==> src/rtl/scalar_wb_arbiter_if.sv <==
// Bundle between the scalar result sources, decode and the register-file write port.
// master = upstream/decode side, slave = writeback arbiter.
interface scalar_wb_arbiter_if #(
    parameter int DATA_W = 16,
    parameter int ADDR_W = 4
);
    localparam int NREG = 2 ** ADDR_W;

    logic              alu_valid;
    logic [ADDR_W-1:0] alu_dst;
    logic [DATA_W-1:0] alu_data;
    logic              alu_ready;

    logic              ld_valid;
    logic [ADDR_W-1:0] ld_dst;
    logic [DATA_W-1:0] ld_data;
    logic              ld_ready;

    logic              issue_en;
    logic [ADDR_W-1:0] issue_dst;
    logic [NREG-1:0]   busy_mask;

    logic              wr_en;
    logic [ADDR_W-1:0] wr_dst;
    logic [DATA_W-1:0] wr_data;

    modport master (
        output alu_valid, alu_dst, alu_data,
        input  alu_ready,
        output ld_valid, ld_dst, ld_data,
        input  ld_ready,
        output issue_en, issue_dst,
        input  busy_mask,
        input  wr_en, wr_dst, wr_data
    );

    modport slave (
        input  alu_valid, alu_dst, alu_data,
        output alu_ready,
        input  ld_valid, ld_dst, ld_data,
        output ld_ready,
        input  issue_en, issue_dst,
        output busy_mask,
        output wr_en, wr_dst, wr_data
    );
endinterface

==> src/rtl/scalar_wb_arbiter.sv <==
// Scalar writeback arbiter: one skid entry per source, round-robin on conflict,
// registered register-file write port and a pending-write scoreboard.
module scalar_wb_arbiter #(
    parameter int DATA_W = 16,
    parameter int ADDR_W = 4
) (
    input logic               i_clk,
    input logic               i_rst_n,
    scalar_wb_arbiter_if.slave bus
);
    localparam int NREG = 2 ** ADDR_W;

    typedef enum logic {
        RR_ALU = 1'b0,
        RR_LD  = 1'b1
    } rr_t;

    rr_t               r_rr;
    rr_t               w_rr_next;

    logic              r_alu_full;
    logic [ADDR_W-1:0] r_alu_dst;
    logic [DATA_W-1:0] r_alu_data;
    logic              r_ld_full;
    logic [ADDR_W-1:0] r_ld_dst;
    logic [DATA_W-1:0] r_ld_data;

    logic              r_wr_en;
    logic [ADDR_W-1:0] r_wr_dst;
    logic [DATA_W-1:0] r_wr_data;
    logic [NREG-1:0]   r_busy;

    logic              w_grant_alu;
    logic              w_grant_ld;
    logic              w_alu_take;
    logic              w_ld_take;
    logic [NREG-1:0]   w_clr_mask;
    logic [NREG-1:0]   w_set_mask;
    logic [NREG-1:0]   w_busy_next;

    // Ready reflects buffer occupancy only, so a load can never coincide with a grant.
    assign w_alu_take = bus.alu_valid & ~r_alu_full;
    assign w_ld_take  = bus.ld_valid  & ~r_ld_full;

    // Grant selection; the pointer moves only when both buffers compete.
    always_comb begin
        w_grant_alu = 1'b0;
        w_grant_ld  = 1'b0;
        w_rr_next   = r_rr;
        case ({r_alu_full, r_ld_full})
            2'b10: w_grant_alu = 1'b1;
            2'b01: w_grant_ld  = 1'b1;
            2'b11: begin
                if (r_rr == RR_ALU) begin
                    w_grant_alu = 1'b1;
                    w_rr_next   = RR_LD;
                end else begin
                    w_grant_ld  = 1'b1;
                    w_rr_next   = RR_ALU;
                end
            end
            default: begin
                w_grant_alu = 1'b0;
                w_grant_ld  = 1'b0;
            end
        endcase
    end

    // Scoreboard update: clear is applied before set so a fresh issue wins.
    always_comb begin
        w_clr_mask = '0;
        w_set_mask = '0;
        if (r_wr_en) begin
            w_clr_mask = NREG'(1) << r_wr_dst;
        end else begin
            w_clr_mask = '0;
        end
        if (bus.issue_en) begin
            w_set_mask = NREG'(1) << bus.issue_dst;
        end else begin
            w_set_mask = '0;
        end
        w_busy_next = (r_busy & ~w_clr_mask) | w_set_mask;
    end

    // Round-robin pointer register.
    always_ff @(posedge i_clk) begin
        if (!i_rst_n) begin
            r_rr <= RR_ALU;
        end else begin
            r_rr <= w_rr_next;
        end
    end

    // ALU skid entry.
    always_ff @(posedge i_clk) begin
        if (!i_rst_n) begin
            r_alu_full <= 1'b0;
            r_alu_dst  <= '0;
            r_alu_data <= '0;
        end else if (w_grant_alu) begin
            r_alu_full <= 1'b0;
        end else if (w_alu_take) begin
            r_alu_full <= 1'b1;
            r_alu_dst  <= bus.alu_dst;
            r_alu_data <= bus.alu_data;
        end
    end

    // Load skid entry.
    always_ff @(posedge i_clk) begin
        if (!i_rst_n) begin
            r_ld_full <= 1'b0;
            r_ld_dst  <= '0;
            r_ld_data <= '0;
        end else if (w_grant_ld) begin
            r_ld_full <= 1'b0;
        end else if (w_ld_take) begin
            r_ld_full <= 1'b1;
            r_ld_dst  <= bus.ld_dst;
            r_ld_data <= bus.ld_data;
        end
    end

    // Register-file write port; address and data hold when idle.
    always_ff @(posedge i_clk) begin
        if (!i_rst_n) begin
            r_wr_en   <= 1'b0;
            r_wr_dst  <= '0;
            r_wr_data <= '0;
        end else if (w_grant_alu) begin
            r_wr_en   <= 1'b1;
            r_wr_dst  <= r_alu_dst;
            r_wr_data <= r_alu_data;
        end else if (w_grant_ld) begin
            r_wr_en   <= 1'b1;
            r_wr_dst  <= r_ld_dst;
            r_wr_data <= r_ld_data;
        end else begin
            r_wr_en   <= 1'b0;
        end
    end

    // Pending-write scoreboard.
    always_ff @(posedge i_clk) begin
        if (!i_rst_n) begin
            r_busy <= '0;
        end else begin
            r_busy <= w_busy_next;
        end
    end

    assign bus.alu_ready = ~r_alu_full;
    assign bus.ld_ready  = ~r_ld_full;
    assign bus.wr_en     = r_wr_en;
    assign bus.wr_dst    = r_wr_dst;
    assign bus.wr_data   = r_wr_data;
    assign bus.busy_mask = r_busy;
endmodule

==> src/flat_wrapper.sv <==
// flat-port wrapper written by rule: the top's interface ports become plain ports
module scalar_wb_arbiter_flat 
#(
    parameter int DATA_W = 16,
    parameter int ADDR_W = 4
)
  (i_clk, i_rst_n, bus_alu_valid, bus_alu_dst, bus_alu_data, bus_alu_ready, bus_ld_valid, bus_ld_dst, bus_ld_data, bus_ld_ready, bus_issue_en, bus_issue_dst, bus_busy_mask, bus_wr_en, bus_wr_dst, bus_wr_data);
  scalar_wb_arbiter_if #(.DATA_W(DATA_W), .ADDR_W(ADDR_W)) bus_i ();
  input logic i_clk;
  input logic i_rst_n;
  input wire logic [$bits(bus_i.alu_valid)-1:0] bus_alu_valid;
  input wire logic [$bits(bus_i.alu_dst)-1:0] bus_alu_dst;
  input wire logic [$bits(bus_i.alu_data)-1:0] bus_alu_data;
  output wire logic [$bits(bus_i.alu_ready)-1:0] bus_alu_ready;
  input wire logic [$bits(bus_i.ld_valid)-1:0] bus_ld_valid;
  input wire logic [$bits(bus_i.ld_dst)-1:0] bus_ld_dst;
  input wire logic [$bits(bus_i.ld_data)-1:0] bus_ld_data;
  output wire logic [$bits(bus_i.ld_ready)-1:0] bus_ld_ready;
  input wire logic [$bits(bus_i.issue_en)-1:0] bus_issue_en;
  input wire logic [$bits(bus_i.issue_dst)-1:0] bus_issue_dst;
  output wire logic [$bits(bus_i.busy_mask)-1:0] bus_busy_mask;
  output wire logic [$bits(bus_i.wr_en)-1:0] bus_wr_en;
  output wire logic [$bits(bus_i.wr_dst)-1:0] bus_wr_dst;
  output wire logic [$bits(bus_i.wr_data)-1:0] bus_wr_data;
  assign bus_i.alu_valid = bus_alu_valid;
  assign bus_i.alu_dst = bus_alu_dst;
  assign bus_i.alu_data = bus_alu_data;
  assign bus_alu_ready = bus_i.alu_ready;
  assign bus_i.ld_valid = bus_ld_valid;
  assign bus_i.ld_dst = bus_ld_dst;
  assign bus_i.ld_data = bus_ld_data;
  assign bus_ld_ready = bus_i.ld_ready;
  assign bus_i.issue_en = bus_issue_en;
  assign bus_i.issue_dst = bus_issue_dst;
  assign bus_busy_mask = bus_i.busy_mask;
  assign bus_wr_en = bus_i.wr_en;
  assign bus_wr_dst = bus_i.wr_dst;
  assign bus_wr_data = bus_i.wr_data;
  scalar_wb_arbiter #(.DATA_W(DATA_W), .ADDR_W(ADDR_W)) u_core (.i_clk(i_clk), .i_rst_n(i_rst_n), .bus(bus_i));
endmodule
==> config.mk <==
export PLATFORM = sky130hd
export DESIGN_NAME = scalar_wb_arbiter_flat
export DESIGN_NICKNAME = d
export VERILOG_FILES = /design/src/rtl/scalar_wb_arbiter_if.sv /design/src/rtl/scalar_wb_arbiter.sv /design/src/flat_wrapper.sv
export SDC_FILE = /design/constraint.sdc
export NUM_CORES = 1
export LEC_CHECK = 0
export ABC_CLOCK_PERIOD_IN_PS = 2300
export BUFFER_PORTS_ARGS = -buffer_cell sky130_fd_sc_hd__buf_2
export CAP_MARGIN = 20
export CORE_MARGIN = 5
export CORE_UTILIZATION = 55
export DETAILED_ROUTE_END_ITERATION = 6
export PLACE_DENSITY = 0.86
export SLEW_MARGIN = 20
export SYNTH_ARGS = -nofsm -noshare
export SYNTH_HDL_FRONTEND = slang
export SYNTH_SLANG_ARGS = --single-unit
==> constraint.sdc <==
create_clock -name i_clk -period 2.3 [get_ports i_clk]
set_input_delay 0.575 -clock i_clk [delete_from_list [all_inputs] [get_ports i_clk]]
set_output_delay 0.575 -clock i_clk [all_outputs]
set_load 0.01 [all_outputs]
==> impl_metrics.py <==
metrics = {
    "worst_hold_path": {
        "min_path_type": "reg -> reg",
        "hp-start": "u_core.r_alu_data[10]",
        "min_to": "u_core.r_alu_data[10]",
        "hold_depth": 2,
    },
    "critical_path": {
        "cp_data_arrival_time_ns": 1.08,
        "worstSetupEndpointType": "output pin",
        "r2r_setup_slack_ns": 0.69,
        "r2r_end": "u_core.bus.wr_data[5]",
        "r2r-start": "u_core.r_ld_full",
        "critPathMaxFanout": 8,
        "worstPathRequired_ns": 1.73,
        "cp-start-kind": "flop",
        "worst-setup-path-type": "reg -> out",
        "r2r_cells": 3,
    },
    "synth": {
        "synth_seq_area_share_pct": 52.0,
        "synth_cell_types": 26,
        "synth_fp_nets": 381,
        "synthesis.area_um2": 3080,
        "synth_area_leaders": "dfxtp_1, nand2_1, a21boi_0",
        "synth_area_leader_cell": "dfxtp_1",
        "synth_top_cell_area_share_pct": 52.0,
        "yosysWarnings": 0,
        "synth_area_per_cell_um2": 9.27,
        "synth_cells": 332,
        "ys_ff_latch": 80,
    },
    "timing": {
        "min_period_ns": 1.66,
        "relSlewSlack_pct": 50.8,
        "report.final.slew_viol_count": 0,
        "worst_pin_slew_ns": 0.737,
        "fmaxAchievable_mhz": 603,
        "tns_ns": 0,
        "rsz0062_at_grt": "no",
        "setup_viol": 0,
        "finalHoldViolCount": 0,
        "fin_worst_skew_ns": 0.00760,
        "period_share_pct": 72.1,
    },
    "final_layout": {
        "nets": 461,
        "diodes": 0,
        "regArea_um2": 1600,
        "drive_above_1_share_pct": 26.5,
        "final_cell_mix": "nand2_1, buf_2, dfxtp_1, a21boi_0, and3_1",
        "fill_cells": 447,
        "multi_input_area_um2": 1360,
        "syn_to_final_growth_pct": 21.5,
    },
    "global_route": {
        "antenna_found_initial": 0,
        "grt_util_all_layers_pct": 22.4,
        "grt.overflow.total": 0,
        "grt_max_degree": 34,
        "grt_pass1_vias": 2723,
        "grt_first_pass_wirelength_um": 13000,
    },
    "power": {
        "cellLeakagePower_nw": 1.67,
        "intPower_mw": 2.18,
        "share_comb_of_total_power_pct": 8.5,
        "switchingPower_mw": 0.657,
        "switching_share_pct": 23.1,
        "max-vdd-ir-drop_mv": 0.518,
        "power_mw": 2.84,
        "p_clk_share_pct": 38.8,
        "power_per_cell_area_nw_per_um2": 759,
        "seqPwrFrac_pct": 52.7,
    },
    "floorplan": {
        "start_util_pct": 56.3,
        "die-area_um2": 7200,
        "dieHeight_um": 84.8,
        "die_w_um": 84.8,
        "rows": 27,
        "core_area_um2": 5470,
        "ioPinCount": 88,
    },
    "detailed_routing": {
        "wire_per_inst_um": 15.8,
        "routed-via-count": 2692,
        "routed_via_density": 5.53,
        "drt-total-wl_um": 7700,
        "drc": 0,
        "ant_nets": 0,
        "drt-initial-drc-count": 202,
        "dr.pass1.iters": 4,
    },
    "clocking": {
        "cts-resized-gates": 0,
        "cts_setup_buffers": 0,
        "numCtsBuffers": 9,
        "h-tree-depth": 3,
        "clk_pin_slew_ns": 0.08,
        "hold_buffers": 0,
        "cts_tree": "yes",
        "clock_path_buffers": 2,
        "cts_sinks": 80,
        "insertion_delay_ns": 0.34,
        "cts_root_buf": "clkbuf_8",
    },
    "placement": {
        "gp_congestion": 0.790,
        "port-buffer-count": 87,
        "dpl.hpwl_um": 5500,
    },
    "run": {
        "maxCapViolCount": 0,
    },
    "status": {
        "status": "complete, no violations",
    },
}
[routing by layer]
layer  vias up  share of wire [%]  global-route usage, %
met2        89                 48                   36.0
met1      1263                 43                   29.2
li1       1328                  -                      -
met5         -                  0                      0
met3        12                6.8                   5.63
met4         0                1.8                   8.35
[through the flow]
stage          cells  area [µm²]  hold slack, ns  util [%]  setup WS (ns)
2_1_floorplan    332        3080           0.439         -          0.909
3_3_place_gp     473        3530           0.447      64.5          0.664
3_5_place_dp     473        3530           0.455      64.5          0.588
4_1_cts          487        3740           0.464      68.3          0.642
5_1_grt          487        3740           0.465      68.3          0.591
6_report         487        3740           0.464      68.3          0.642
[kinds of logic (layout without fill, tap and decap cells)]
group	count (synthesis)	in the layout	synth area share, %
AO/OA/AOI/OAI	92	92	23.3
XOR/XNOR	1	1	0.284
buffers and inverters	25	108	3.82
flip-flops	80	80	52.0
AND/OR/NAND/NOR	134	134	20.6
[cell type report]
class | count | share of cell area (%)
multi-input combinational | 227 | 36.4
tap | 72 | 2.41
timing repair buffer | 92 | 12.6
sequential | 80 | 42.8
clock inverter | 4 | 1.87
inverter | 2 | 0.201
clock buffer | 10 | 3.68
[flip-flops by register name, summed over array words and instances (netlist names)]
register	count
u_core.r_ld_dst	4
u_core.bus.busy_mask	16
u_core.r_ld_data	16
u_core.r_rr	1
u_core.bus.wr_data	16
u_core.r_alu_full	1
u_core.bus.wr_dst	4
u_core.r_ld_full	1
u_core.r_alu_data	16
u_core.bus.wr_en	1
u_core.r_alu_dst	4
[worst max-delay path by stage]
stage	slack, ns	to	depth (start not counted)	from
final	0.64	bus_ld_ready	2	u_core.r_ld_full
after global routing	0.59	bus_ld_ready	2	u_core.r_ld_full
after detailed placement	0.59	u_core.bus.wr_dst[1]	3	i_rst_n
after floorplan	0.91	u_core.bus.wr_data[0]	4	i_rst_n
after global placement	0.66	u_core.bus.wr_dst[3]	4	i_rst_n
after CTS	0.64	bus_ld_ready	2	u_core.r_ld_full
[cell usage after synthesis, drive strengths merged]
library cell  instances
nand3b                6
and2b                 1
dfxtp                80
clkbuf               14
nand3                 4
o211ai                9
inv                   2
a221o                20
nor2b                 3
and3                 21
and2                  3
or3b                  2
o21a                  1
o21ai                13
a21boi               41
nand2                87
nor3b                 2
xnor2                 1
o22ai                 4
nand2b                4
and3b                 1
buf                   9
o311ai                3
o211a                 1
[worst max-delay path: stages (launching register included)]
cell and delay (ns):
dfxtp_1 0.52, inv_2 0.07, buf_2 0.15
[power groups by stage]
stage | Clock (mW) | Sequential [mW] | Combinational (mW)
after global placement | 0 | 1.52 | 0.236
after global routing | 1.18 | 1.50 | 0.274
final | 1.10 | 1.50 | 0.243
after floorplan | 0 | 1.52 | 0.141
after detailed placement | 0 | 1.52 | 0.243
after CTS | 1.11 | 1.49 | 0.245
Power figures use the tool's default switching activity.
